**config.mk**
```make
export PLATFORM = sky130hd
export DESIGN_NAME = bus_change_detector
export DESIGN_NICKNAME = d
export VERILOG_FILES = /design/src/rtl/trigger_pkg.sv /design/src/rtl/sync_fifo.sv /design/src/rtl/bus_change_detector.sv
export SDC_FILE = /design/constraint.sdc
export NUM_CORES = 1
export LEC_CHECK = 0
export CORE_MARGIN = 2
export CORE_UTILIZATION = 58
export DETAILED_ROUTE_END_ITERATION = 8
export PLACE_DENSITY_LB_ADDON = 0.15
export SKIP_LAST_GASP = 1
export SLEW_MARGIN = 40
export SYNTH_ARGS = -nofsm -noshare
export SYNTH_HDL_FRONTEND = slang
export SYNTH_SLANG_ARGS = --single-unit
```
**constraint.sdc**
```tcl
create_clock -name clk -period 3.07 [get_ports clk]
set_input_delay 0.4605 -clock clk [delete_from_list [all_inputs] [get_ports clk]]
set_output_delay 0.4605 -clock clk [all_outputs]
set_load 0.01 [all_outputs]
```
**src/rtl/trigger_pkg.sv**
```systemverilog
// Shared types for the D-trigger register bank and its downstream consumers.
package trigger_pkg;

   localparam int unsigned BUS_WIDTH = 10;

   typedef logic [BUS_WIDTH-1:0] bus_t;

endpackage : trigger_pkg

```
**src/rtl/sync_fifo.sv**
```systemverilog
// Single-clock FIFO holding storage, pointers and fill count.
//   clk, rst   : clock, asynchronous active-low reset
//   push, din  : write request and data; ignored when full unless popping too
//   pop, dout  : read request and head data (dout combinational from storage)
//   full/empty : fill status derived from count
//   count      : entries queued, 0..DEPTH
module sync_fifo #(
   parameter int unsigned WIDTH = 10,
   parameter int unsigned DEPTH = 4
) (
   input  logic                     clk,
   input  logic                     rst,
   input  logic                     push,
   input  logic                     pop,
   input  logic [WIDTH-1:0]         din,
   output logic [WIDTH-1:0]         dout,
   output logic                     full,
   output logic                     empty,
   output logic [$clog2(DEPTH):0]   count
);

   localparam int unsigned PW = $clog2(DEPTH);
   localparam int unsigned CW = PW + 1;

   logic [WIDTH-1:0] mem [DEPTH];
   logic [PW-1:0]    rd_ptr;
   logic [PW-1:0]    wr_ptr;
   logic             push_ok;
   logic             pop_ok;

   // A full FIFO still accepts a write when the head leaves on the same edge.
   assign pop_ok  = pop && !empty;
   assign push_ok = push && (!full || pop_ok);

   assign full  = (count == CW'(DEPTH));
   assign empty = (count == CW'(0));
   assign dout  = mem[rd_ptr];

   // Storage carries no reset; stale contents are hidden behind empty.
   always_ff @(posedge clk) begin
      if (push_ok) begin
         mem[wr_ptr] <= din;
      end
   end

   // Pointers wrap naturally at DEPTH (power of two); count follows net change.
   always_ff @(posedge clk or negedge rst) begin
      if (!rst) begin
         rd_ptr <= '0;
         wr_ptr <= '0;
         count  <= '0;
      end else begin
         if (push_ok) begin
            wr_ptr <= wr_ptr + PW'(1);
         end
         if (pop_ok) begin
            rd_ptr <= rd_ptr + PW'(1);
         end
         if (push_ok && !pop_ok) begin
            count <= count + CW'(1);
         end else if (!push_ok && pop_ok) begin
            count <= count - CW'(1);
         end
      end
   end

endmodule : sync_fifo

```
**src/rtl/bus_change_detector.sv**
```systemverilog
// Watches the registered trigger bus and queues every new value for a
// valid/ready consumer.
//   clk, rst  : clock, asynchronous active-low reset
//   inBus     : registered bus from the trigger bank
//   outBus    : FIFO head (combinational), meaningful while outValid=1
//   outValid  : FIFO non-empty
//   outReady  : consumer takes the head on this edge
//   count     : queued entries, 0..DEPTH
//   overflow  : sticky, set when a change was dropped on a full FIFO
module bus_change_detector
   import trigger_pkg::*;
#(
   parameter int unsigned WIDTH = BUS_WIDTH,
   parameter int unsigned DEPTH = 4
) (
   input  logic                     clk,
   input  logic                     rst,
   input  logic [WIDTH-1:0]         inBus,
   output logic [WIDTH-1:0]         outBus,
   output logic                     outValid,
   input  logic                     outReady,
   output logic [$clog2(DEPTH):0]   count,
   output logic                     overflow
);

   logic [WIDTH-1:0] prev;
   logic             change_c;
   logic             push_c;
   logic             pop_c;
   logic             full;
   logic             empty;

   assign change_c = (inBus != prev);
   assign pop_c    = outValid && outReady;
   assign push_c   = change_c && (!full || pop_c);
   assign outValid = !empty;

   // Previous-value register, refreshed every edge regardless of FIFO state.
   always_ff @(posedge clk or negedge rst) begin
      if (!rst) begin
         prev <= '0;
      end else begin
         prev <= inBus;
      end
   end

   // Sticky drop flag: a change arrived with no free slot and no pop.
   always_ff @(posedge clk or negedge rst) begin
      if (!rst) begin
         overflow <= 1'b0;
      end else if (change_c && full && !pop_c) begin
         overflow <= 1'b1;
      end
   end

   sync_fifo #(
      .WIDTH (WIDTH),
      .DEPTH (DEPTH)
   ) u_fifo (
      .clk   (clk),
      .rst   (rst),
      .push  (push_c),
      .pop   (pop_c),
      .din   (inBus),
      .dout  (outBus),
      .full  (full),
      .empty (empty),
      .count (count)
   );

endmodule : bus_change_detector
```
Word-level counts from Yosys, hierarchy flattened:

Memory sizes are Yosys's and may differ from the RTL's.
Cells that the tools add are included.

* $add $sub $neg: 4
* eq/ne operators: 2
* multiplexer cells: 4
* reduce and logical (&&, ||, !) cells: 17

Operators by type and width (number)
* 10-bit inequality test: 1
* 1-bit logical AND: 8
* 3-bit 2-to-1 mux: 2
* 1-bit logical NOT: 5
* 2-bit by 1-bit adder with 2-bit output, second input constant: 2
* 3-bit by 1-bit adder with 3-bit output, second input constant: 1
* 3-bit == test, second input constant: 1
* 3-bit logical NOT: 1
* 3-bit by 1-bit subtractor with 3-bit output, second input constant: 1
* 1-bit logical OR: 2
* 1-bit 2-to-1 mux: 2
* 2-bit nonzero test: 1

* bits in registers: 18
* bits in writable memories: 40
* output and inout bits: 15
* memories kept: 1

Memories
* u_fifo.mem: depth 4, width 10, rd ports 1, clocked after Yosys merged registers in 0, write ports 1, RTL line sync_fifo.sv:25 `logic [WIDTH-1:0] mem [DEPTH];`

Logic depth before layout (Yosys ltp):

* word-level depth: 10
* depth in mapped cells: 9
* gate-level depth less buffers: 9

Hierarchy:

Synthesis repeated with hierarchy kept, for this count alone.

* cell total of the unflattened synthesis: 118
* area, all modules: 2318.5 µm²

Modules (own cells, without submodules)
* sync_fifo: instances 1, cells an instance 87, area an instance 1899.3 µm², seq. area each 1376.3 µm²
* bus_change_detector: instances 1, cells an instance 31, area an instance 419.2 µm², seq. area each 275.3 µm²

Least setup slack after synthesis:

OpenSTA, ideal clock, no wires.

* kind: input port to flip-flop
* from: input inBus[2]
* to: register u_fifo.count[1]
* data arrival time: 2058 ps
* path slack: 887 ps
* stages: 7
* cells stage by stage: xor2_1 nor4_2 a31oi_2 ha_1 inv_1 fa_1 mux2_2

* longest elaborated chain between the ends: 6
* elaborated cells between the ends (all ways): 8

RTL lines
* from (decl): RTL line bus_change_detector.sv:18 `input logic [WIDTH-1:0] inBus,`
* 10-bit inequality test *: RTL line bus_change_detector.sv:33 `assign change_c = (inBus != prev);`
* 1-bit logical AND *: RTL line bus_change_detector.sv:35 `assign push_c = change_c && (!full || pop_c);`
* 1-bit logical AND *: RTL line sync_fifo.sv:33 `assign push_ok = push && (!full || pop_ok);`
* via u_fifo.push_ok: RTL line sync_fifo.sv:28 `logic push_ok;`
* 1-bit logical NOT: RTL line sync_fifo.sv:61 `end else if (!push_ok && pop_ok) begin`
* 1-bit logical AND: RTL line sync_fifo.sv:61
* 2-bit nonzero test (no line)
* to (signal assigned): RTL line sync_fifo.sv:60 `count <= count + CW'(1);`
* to (signal assigned): RTL line sync_fifo.sv:62 `count <= count - CW'(1);`
* to (decl): RTL line sync_fifo.sv:19 `output logic [$clog2(DEPTH):0] count`

Mark *: on every way through the listed nets, which the timed path passes. The rest lies on a longest branch.
A chain may end at the register's enable or synchronous reset.

Worst setup path after layout:

* from: input inBus[1]
* to: register u_fifo.count[1]

The elaborated chain is that of the path after synthesis.

==> run_results.csv <==
group,metric,value,unit
clocking,clockBufferDepth,2,
detailed_routing,first_pass_iters,4,
layout,n_antenna_cell,0,
global_routing,grt-ovfl-total,0,
timing,tightest_slew,0.573,ns
timing,period_minus_slack,2.56,ns
timing,period_share,0.833,
clocking,root_buffer,"clkbuf_8",
yosys,yosys-top-cells-area,"edfxtp_1 53%, dfrtp_1 20%, mux4_2 10%",
run,cap_violations,0,
global_routing,grt_usage,0.203,
setup_path,startpoint_type,"input port",
yosys,syn_area_per_cell,20.1,sq um
yosys,synth.distinct_cells,20,
floorplan,die_y,66.3,um
yosys,syn_area,0.00225,sq mm
placement,gp_congestion,0.889,
yosys,synth-edff-count,40,
yosys,yosysMostFrequentCell,"edfxtp_1",
clocking,tritoncts,"yes",
setup_path,end_kind,"flip-flop",
power,ir_drop,744,uV
worst_hold_path,worstHoldPathType,"in2async",
yosys,syn_nets,131,
detailed_routing,drc_errors,0,
floorplan,start_util,0.610,
power,p_leak,1.02,nW
yosys,yosys_warnings,0,
detailed_routing,dr.first_iter.drc_count,60,
timing,final_max_slew_viol_count,0,
global_routing,grt_max_degree,19,
setup_path,crit_family,"adder cells",
timing,grt_setup_unrepaired,"no",
layout,drive_gt1_frac,0.213,
clocking,cts_buffers,9,
floorplan,core-area,0.00369,sq mm
setup_path,path_max_fanout,6,
setup_path,critPathBufInv,2,
detailed_routing,drt-total-wl,3.61,mm
floorplan,placementRows,22,
yosys,ys.flop_type,"edfxtp_1",
yosys,yosysSeqAreaShare,0.735,
setup_path,crit_arrival,2.77,ns
setup_path,critPathRequiredTime,3.28,ns
clocking,htreeDepth,3,
placement,dp_slack,0.202,ns
detailed_routing,vias_per_cell,5.32,
yosys,synth_top_area_frac,0.534,
detailed_routing,wl_per_cell,17.8,um
timing,setup_viol,0,
layout,syn_to_final_growth,23.0,%
clocking,cts_resized,0,
power,p_per_area,1030,mW/mm^2
timing,skew,0.00429,ns
detailed_routing,vias,1079,
global_routing,antenna_found_initial,0,
yosys,synth_area_leader_cell,"edfxtp_1",
layout,final_nets,169,
setup_path,critical_path.max_stage_delay,0.50,ns
setup_path,critPathKind,"in2reg",
setup_path,crit_chain,"clkdlybuf4s50_1 > xor2_1 > nor4_2 > a31oi_2 > ha_1 > inv_1 > fa_1 > mux2_2",
clocking,cts_sinks,58,
global_routing,grt_pass1_vias,1230,
clocking,ctsHoldBuffers,0,
yosys,ys_async_sr_fraction,0.310,
setup_path,crit_slowest_cell,"clkdlybuf4s50_1",
clocking,cts_setup_buffers,0,
floorplan,io_pins,28,
placement,port_buffers,27,
clocking,clk_pin_slew,0.06,ns
global_routing,grt_pass1_wl,6.13,mm
timing,fmax,391,MHz
timing,hold_viol,0,
floorplan,chipWidth,66.3,um
yosys,syn-instance-count,112,
detailed_routing,drtAntennaViolNets,0,
clocking,clock_latency,0.32,ns
floorplan,die_area,0.00439,sq mm
outcome,status,"complete, no violations",
placement,dp_hpwl,2.37,mm
yosys,synth_top_cells_by_count,"40 x edfxtp_1, 18 x dfrtp_1, 12 x xor2_1",
timing,relSlewSlack,0.618,
timing,tns,0,ns
yosys,ys_seq_elements,58,
timing,finalWorstSetupSlack,0.514,ns
[where the power goes]
group	switching [W]	internal (W)	total, W
clock	0.000282	0.000369	0.000650
combinational	0.000418	0.000528	0.000946
sequential	0.000131	0.00113	0.00126
total	0.000830	0.00202	0.00285
[stage by stage]
step           instances  hold slack, ns  utilization  area (sq um)  total power [W]
2_1_floorplan        112           0.165            -          2250          0.00178
3_3_place_gp         187           0.464        0.701          2580          0.00220
3_5_place_dp         187           0.421        0.699          2580          0.00224
4_1_cts              203          0.0705        0.750          2770          0.00290
5_1_grt              203          0.0751        0.750          2770          0.00302
6_report             203          0.0683        0.750          2770          0.00285
[registers in the layout (all words and copies together) (netlist names)]
signal         cells
overflow           1
prev              10
u_fifo.count       3
u_fifo.mem        40
u_fifo.rd_ptr      2
u_fifo.wr_ptr      2
[kinds of logic (layout without fill, tap and decap cells)]
kind of cell               Yosys count  in the layout  synth area share
AOI/OAI and AO/OA                    2              2           0.00890
xor gates and xnor gates            16             16            0.0623
adders and majority gates            6              6            0.0367
buffers and inverters                5             48           0.00890
DFF                                 58             58             0.735
muxes                               12             12             0.110
and+or+nand+nor                     13             13            0.0384
[worst paths after layout]
kind | startpoint | cells after the start | endpoint | slack [ns]
max | inBus[1] | 8 | u_fifo.count[1]$_DFFE_PN0P_ | 0.51
min | rst | 1 | prev[9]$_DFF_PN0_ | 0.07
max reg2reg | prev[2]$_DFF_PN0_ | 7 | u_fifo.count[1]$_DFFE_PN0P_ | 0.80
min reg2reg | overflow$_DFFE_PN0P_ | 1 | overflow$_DFFE_PN0P_ | 0.50
max in group asynchronous | rst | 1 | prev[5]$_DFF_PN0_ | 2.70
min in group clk | overflow$_DFFE_PN0P_ | 1 | overflow$_DFFE_PN0P_ | 0.50
[worst register-to-register path: cells and delay by family, from the launching register on]
kind / cells / cell delay (ns)
adder cells (fa/ha/maj): 2 / 0.67
AND/OR/NAND/NOR: 1 / 0.41
flip-flops: 1 / 0.38
multiplexers: 1 / 0.27
AO/OA/AOI/OAI: 1 / 0.19
XOR/XNOR: 1 / 0.16
buffers and inverters: 1 / 0.07
[per-layer routing]
layer,part of all wire,vias up,track usage
met5,0,-,0
met4,0.012,0,0.0765
met3,0.059,6,0.0698
met2,0.51,33,0.310
met1,0.42,537,0.271
li1,-,503,-
[placed cells by master (no fill, tap or decap)]
| cell type | n |
|---|---|
| mux2_2 | 2 |
| clkinvlp_4 | 1 |
| nand3_1 | 2 |
| edfxtp_1 | 40 |
| nor4_2 | 2 |
| a21o_1 | 1 |
| clkdlybuf4s50_1 | 26 |
| clkbuf_1 | 1 |
| buf_2 | 1 |
| xor2_1 | 12 |
| clkinv_2 | 4 |
| nor4b_1 | 1 |
| mux4_2 | 10 |
| dfrtp_1 | 18 |
| bufinv_16 | 1 |
| nor2_1 | 2 |
| xnor2_1 | 4 |
| clkbuf_8 | 9 |
| and2_1 | 4 |
| a31oi_2 | 1 |
| nand2_1 | 1 |
| buf_4 | 2 |
| or3_1 | 1 |
| inv_1 | 3 |
| ha_1 | 5 |
| fa_1 | 1 |
[area by class of cell]
class	count	area, sq um
clock buffer	10	128
clock inverter	6	57.6
fill	226	923
inverter	3	11.3
multi-input combinational	49	577
sequential	58	1650
tap	48	60.1
timing repair buffer	29	280
Note: power is estimated with default switching activity, not from simulation.
